==> config.mk <==
export PLATFORM = sky130hd
export DESIGN_NAME = vend_credit_ctrl
export DESIGN_NICKNAME = d
export VERILOG_FILES = /design/src/rtl/vend_credit_ctrl.sv
export SDC_FILE = /design/constraint.sdc
export NUM_CORES = 1
export LEC_CHECK = 0
export ABC_AREA = 1
export CORE_AREA = 2 2 98 62
export DETAILED_ROUTE_END_ITERATION = 12
export DIE_AREA = 0 0 100 64
export PLACE_DENSITY = 0.76
export SETUP_SLACK_MARGIN = 0.3
export SLEW_MARGIN = 5
export SYNTH_ARGS = -nofsm -noshare
export SYNTH_HDL_FRONTEND = slang
export SYNTH_SLANG_ARGS = --single-unit
==> constraint.sdc <==
create_clock -name CLOCK_50 -period 3.6 [get_ports CLOCK_50]
set_input_delay 0.54 -clock CLOCK_50 [delete_from_list [all_inputs] [get_ports CLOCK_50]]
set_output_delay 0.54 -clock CLOCK_50 [all_outputs]
set_load 0.02 [all_outputs]
==> src/rtl/vend_credit_ctrl.sv <==
// Vending credit controller: debounced switch commands, saturating credit, 7-segment readout.
// Optional macro VEND_CHANGE_EN: a successful vend returns the excess on CHANGE and zeroes credit.
module vend_credit_ctrl #(
  parameter int STEP        = 4,
  parameter int MAX_UNITS   = 5,
  parameter int PRICE_UNITS = 3,
  parameter int TICK_DIV    = 22,
  parameter int DISP_TICKS  = 8
) (
  input  logic       CLOCK_50,
  input  logic       RESET,
  input  logic [4:0] SW,
  output logic [0:6] HEX0,
  output logic [0:6] HEX1,
  output logic [0:6] HEX3,
  output logic [2:0] LEDR,
  output logic [7:0] CHANGE
);

  localparam int CW = $clog2(MAX_UNITS + 1);
  localparam int DW = $clog2(DISP_TICKS + 1);

  localparam logic [CW-1:0] MAX_C   = CW'(MAX_UNITS);
  localparam logic [CW-1:0] PRICE_C = CW'(PRICE_UNITS);
  localparam logic [DW-1:0] DISP_LAST = DW'(DISP_TICKS - 1);

  localparam logic [1:0] S_IDLE     = 2'd0;
  localparam logic [1:0] S_HOLD     = 2'd1;
  localparam logic [1:0] S_DISPENSE = 2'd2;

  localparam logic [4:0] CMD_ADD1   = 5'b00001;
  localparam logic [4:0] CMD_ADD2   = 5'b00010;
  localparam logic [4:0] CMD_REFUND = 5'b00100;
  localparam logic [4:0] CMD_VEND   = 5'b01000;
  localparam logic [4:0] CMD_CLEAR  = 5'b10000;

  logic [TICK_DIV-1:0] tick_cnt;
  logic                tick;

  logic [4:0] sw_meta;
  logic [4:0] sw_sync;
  logic [4:0] last_sw;
  logic       last_valid;
  logic       sw_valid;
  logic       match;
  logic       accept;

  logic [1:0]    state;
  logic [1:0]    state_next;
  logic [CW-1:0] credit;
  logic [CW-1:0] credit_next;
  logic          reject;
  logic          reject_next;
  logic [DW-1:0] disp_cnt;
  logic [DW-1:0] disp_next;

  logic [CW+1:0] sum1;
  logic [CW+1:0] sum2;

`ifdef VEND_CHANGE_EN
  logic [7:0] change;
  logic [7:0] change_next;
`endif

  // Free-running divider; tick is a one-cycle enable, never a clock.
  always_ff @(posedge CLOCK_50) begin
    if (RESET) begin
      tick_cnt <= '0;
    end else begin
      tick_cnt <= tick_cnt + 1'b1;
    end
  end

  assign tick = &tick_cnt;

  // Switches are asynchronous to the clock, so bring them in through two flops.
  always_ff @(posedge CLOCK_50) begin
    if (RESET) begin
      sw_meta <= '0;
      sw_sync <= '0;
    end else begin
      sw_meta <= SW;
      sw_sync <= sw_meta;
    end
  end

  assign sw_valid = $onehot(sw_sync);

  // An invalid or empty sample clears last_valid, breaking any pending two-tick match.
  always_ff @(posedge CLOCK_50) begin
    if (RESET) begin
      last_sw    <= '0;
      last_valid <= 1'b0;
    end else if (tick) begin
      last_sw    <= sw_sync;
      last_valid <= sw_valid;
    end
  end

  assign match  = tick && sw_valid && last_valid && (sw_sync == last_sw);
  assign accept = match && (state == S_IDLE);

  assign sum1 = {2'b00, credit} + (CW+2)'(1);
  assign sum2 = {2'b00, credit} + (CW+2)'(2);

  always_comb begin
    state_next  = state;
    credit_next = credit;
    reject_next = reject;
    disp_next   = disp_cnt;
`ifdef VEND_CHANGE_EN
    change_next = change;
`endif
    case (state)
      S_IDLE: begin
        if (accept) begin
          state_next  = S_HOLD;
          reject_next = 1'b0;
          case (sw_sync)
            CMD_ADD1: begin
              if (sum1 > {2'b00, MAX_C}) begin
                credit_next = MAX_C;
                reject_next = 1'b1;
              end else begin
                credit_next = CW'(sum1);
              end
            end
            CMD_ADD2: begin
              if (sum2 > {2'b00, MAX_C}) begin
                credit_next = MAX_C;
                reject_next = 1'b1;
              end else begin
                credit_next = CW'(sum2);
              end
            end
            CMD_REFUND: begin
              if (credit == '0) begin
                reject_next = 1'b1;
              end else begin
                credit_next = credit - 1'b1;
              end
            end
            CMD_VEND: begin
              if (credit < PRICE_C) begin
                reject_next = 1'b1;
              end else begin
                state_next = S_DISPENSE;
                disp_next  = '0;
`ifdef VEND_CHANGE_EN
                change_next = 8'(credit - PRICE_C);
                credit_next = '0;
`else
                credit_next = credit - PRICE_C;
`endif
              end
            end
            CMD_CLEAR: begin
              credit_next = '0;
            end
            default: begin
              state_next = S_HOLD;
            end
          endcase
        end
      end
      S_HOLD: begin
        if (tick && (sw_sync == '0)) begin
          state_next = S_IDLE;
        end
      end
      S_DISPENSE: begin
        if (tick) begin
          if (disp_cnt == DISP_LAST) begin
            state_next = S_HOLD;
          end else begin
            disp_next = disp_cnt + 1'b1;
          end
        end
      end
      default: begin
        state_next = S_IDLE;
      end
    endcase
  end

  always_ff @(posedge CLOCK_50) begin
    if (RESET) begin
      state    <= S_IDLE;
      credit   <= '0;
      reject   <= 1'b0;
      disp_cnt <= '0;
    end else begin
      state    <= state_next;
      credit   <= credit_next;
      reject   <= reject_next;
      disp_cnt <= disp_next;
    end
  end

`ifdef VEND_CHANGE_EN
  always_ff @(posedge CLOCK_50) begin
    if (RESET) begin
      change <= '0;
    end else begin
      change <= change_next;
    end
  end

  assign CHANGE = change;
`else
  assign CHANGE = '0;
`endif

  assign LEDR = {reject, (state == S_DISPENSE), (credit == MAX_C)};

  function automatic logic [6:0] seg7(input logic [3:0] digit);
    logic [6:0] seg;
    case (digit)
      4'd0:    seg = 7'b0000001;
      4'd1:    seg = 7'b1001111;
      4'd2:    seg = 7'b0010010;
      4'd3:    seg = 7'b0000110;
      4'd4:    seg = 7'b1001100;
      4'd5:    seg = 7'b0100100;
      4'd6:    seg = 7'b0100000;
      4'd7:    seg = 7'b0001111;
      4'd8:    seg = 7'b0000000;
      4'd9:    seg = 7'b0001100;
      default: seg = 7'b1111111;
    endcase
    return seg;
  endfunction

  logic [9:0] value;
  logic [3:0] ones;
  logic [3:0] tens;
  logic [3:0] hundreds;

  assign value    = 10'(credit * STEP);
  assign ones     = 4'(value % 10'd10);
  assign tens     = 4'((value / 10'd10) % 10'd10);
  assign hundreds = 4'(value / 10'd100);

  assign HEX0 = seg7(ones);
  assign HEX1 = seg7(tens);
  assign HEX3 = seg7(hundreds);

endmodule
==> results.md <==
* H-tree Lvls at 2
* Area of the multi-input gates at 0.001635 sq mm
* CTS Root Cell: clkbuf_8
* CP endpoint kind: output port
* # setup viols final at 0
* Final net count at 480
* Fmax at 320.9 MHz
* Yosys warns at 0
* Mean post-synth cell area at 6.830 sq um
* Final HPWL DP at 4.053 mm
* Drt pass-1 iters at 4
* Layout cells sized above 1 at 0.09670
* Final Wtd Congestion at 0.9319
* Util after Layout at 0.5994
* Vias in the first global route at 2350
* Peak supply drop at 0.0001673 V
* Hold Crit Class: register to register
* Max-cap violations at 0
* Die area at 0.006400 sq mm
* Critical Path, Cell by Cell: inv_1 -> ha_1 -> inv_1 -> nand2_1 -> o21a_1 -> inv_1 -> ha_1 -> a21oi_1 -> nand2_2 -> nor2_1 -> inv_1 -> o21ai_0 -> buf_2
* Register area share after synthesis at 0.3227
* Final Critical Period at 3.117 ns
* Die span in y at 64 um
* Synthesis-to-layout area growth at 10.00%
* Synthesized area at 0.002978 sq mm
* Fin area at 0.003276 sq mm
* Hold Vio Cnt, Final at 0
* Register area at 967.2 sq um
* Synthesized flop and latch total at 48
* RSZ-0062 raised after global routing: true
* Core area at 0.005465 sq mm
* Most used cell, CP: inv_1
* Largest fanout on the critical path at 8
* Number of port buffers at 22
* Commonest non-fill, non-tap cells in the layout: 79 x nand2_1, 72 x inv_1, 61 x nor2_1, 45 x dfxtp_1, 25 x o21ai_0
* Post-DRT Antenna Nets at 0
* Crit Path Category: register to output port
* Global-route wire length before repair at 10.09 mm
* Drt drc at 0
* Dpl cell area at 0.003172 sq mm
* Relative slew slack at 0.5352
* Worst slew pin tran at 0.6964 ns
* P_leak at 1.596 nW
* Crit path required time at 3.06 ns
* Commonest non-fill, non-tap cell in the layout: nand2_1
* Cells after Synth at 436
* CTS Buf Count at 5
* Slowest CP cell: dfxtp_2
* Number of diodes at 0
* Cell family with most CP delay: adder cells
* Largest net degree at the start of global routing at 26
* Crit path DAT at 2.58 ns
* Final Max Tran Viols at 0
* Worst stage delay on the critical path at 0.40 ns
* Die Width at 100 um
* CTS tree: built
* Non-filler cells, final at 524
* Setup tns final at 0 ns
* Clk sinks at 48
* Final WL at 5.583 mm
* WP buf/inv at 5
* Initial antenna violation count at 0
* Initial DRC count at 185
* Number of core rows at 21
* Starting Density at 0.5449
* Drt wl/cell at 10.65 um
* Setup Skew at 0.007130 ns
* Fill cell count at 475
* Status: completed
* Gr ovfl total at 0
* Placed cell count at 516
* Vias at 2558
* Gr usage total at 0.1902
* Avg Vias per Cell at 4.882
* Hold-fix buffers, CTS at 0
* CTS clk-pin slew, worst paths at 0.09 ns
* Max clock buf depth at 2
* IO Pins at 39
* Cell Pwr Density at 295.0 mW/mm^2
* Synth cell types at 37
* Tcrit/Tclk final at 0.8657
* Worst skew pair latency at 0.31 ns
* Critical path launch point type: register
## state kept, by name (all words and copies together), names as in the netlist
signal      flops
sw_meta         5
credit          3
disp_cnt        4
reject          1
last_valid      1
last_sw         5
state           2
sw_sync         5
tick_cnt       22
## path summary, 6_finish.rpt
| kind | endpoint | slack [ns] | depth (start not counted) | start |
|---|---|---|---|---|
| setup / recovery | HEX0[6] | 0.48 | 13 | credit[0]$_SDFFE_PP0P_ |
| hold / removal | sw_sync[0]$_SDFF_PP0_ | 0.41 | 2 | sw_meta[0]$_SDFF_PP0_ |
| setup reg to reg | state[1]$_SDFFE_PP0P_ | 0.66 | 11 | sw_sync[1]$_SDFF_PP0_ |
| hold reg to reg | sw_sync[0]$_SDFF_PP0_ | 0.41 | 2 | sw_meta[0]$_SDFF_PP0_ |
## layout make-up
| class | count | area share |
|---|---|---|
| well taps | 69 | 0.02636 |
| flip-flops and latches | 48 | 0.2953 |
| clock buffers | 6 | 0.02521 |
| repair buffers | 24 | 0.06264 |
| inverters | 76 | 0.08709 |
| multi-input cells | 299 | 0.4992 |
| clock inverters | 2 | 0.004202 |
## metal layers
metal | track usage | part of all wire | vias up
li1 | - | - | 1368
met1 | 0.2696 | 0.53 | 1093
met2 | 0.2914 | 0.40 | 90
met3 | 0.04158 | 0.063 | 7
met4 | 0.05479 | 0.0079 | 0
met5 | 0 | 0 | -
## worst min-delay path, cell delays in order (launching register included)
cell	delay, ns
dfxtp_1	0.30
inv_1	0.04
nor2_1	0.03
## power by group
part	switching, mW	internal, mW
logic	0.0544	0.0247
registers	0.00573	0.538
clock network	0.187	0.157
total	0.247	0.720
## cell families (layout without fill, tap and decap cells)
kind of cell | Yosys count | in the layout | share of synthesized area
AO/OA/AOI/OAI | 64 | 64 | 0.1202
XOR/XNOR | 7 | 7 | 0.02059
AND/OR/NAND/NOR | 193 | 193 | 0.2929
other | 2 | 16 | 0.002522
adder cells (fa/ha/maj) | 19 | 19 | 0.08487
flip-flops | 48 | 48 | 0.3227
buffers and inverters | 103 | 108 | 0.1563
## stage by stage
stage               setup WS, ns  power (mW)  hold WS [ns]
floorplan                 0.4000      0.6295        0.3883
global placement          0.2471      0.6332        0.3898
detailed placement       0.08438      0.6340        0.3931
CTS                       0.3050      0.9758        0.4062
global route              0.2577       1.010        0.4316
finish                    0.4835      0.9663        0.4050
## synthesized netlist by cell type
cell type / count / area share
nand2_1: 82 / 0.10
inv_1: 74 / 0.093
nor2_1: 61 / 0.077
dfxtp_1: 48 / 0.32
o21ai_0: 27 / 0.045
a21oi_1: 24 / 0.040
buf_4: 21 / 0.053
ha_1: 17 / 0.071
nand3_1: 17 / 0.029
nand4_1: 12 / 0.025
nor3_1: 8 / 0.013
clkbuf_1: 6 / 0.0076
xor2_1: 5 / 0.015
o22ai_1: 3 / 0.0063
conb_1: 2 / 0.0025
fa_1: 2 / 0.013
inv_2: 2 / 0.0025
nand2_2: 2 / 0.0042
nor2_2: 2 / 0.0042
o21a_1: 2 / 0.0050
o21ai_1: 2 / 0.0034
xnor2_1: 2 / 0.0059
a211oi_1: 1 / 0.0025
a22oi_1: 1 / 0.0025
a41oi_1: 1 / 0.0029
nand2_4: 1 / 0.0038
nand3_2: 1 / 0.0034
nand3_4: 1 / 0.0059
nor2_4: 1 / 0.0038
nor2_8: 1 / 0.0067
nor3_2: 1 / 0.0034
nor3_4: 1 / 0.0055
nor3b_1: 1 / 0.0025
o21ai_2: 1 / 0.0029
o21bai_4: 1 / 0.0063
o31ai_1: 1 / 0.0025
or2_2: 1 / 0.0021
## timing repair
action,in CTS,in global routing
setup endpoints to repair,12,12
hold endpoints to repair,0,0
setup buffers,0,0
gates resized for setup,17,27
No activity file was read; power rests on OpenSTA's default activity.
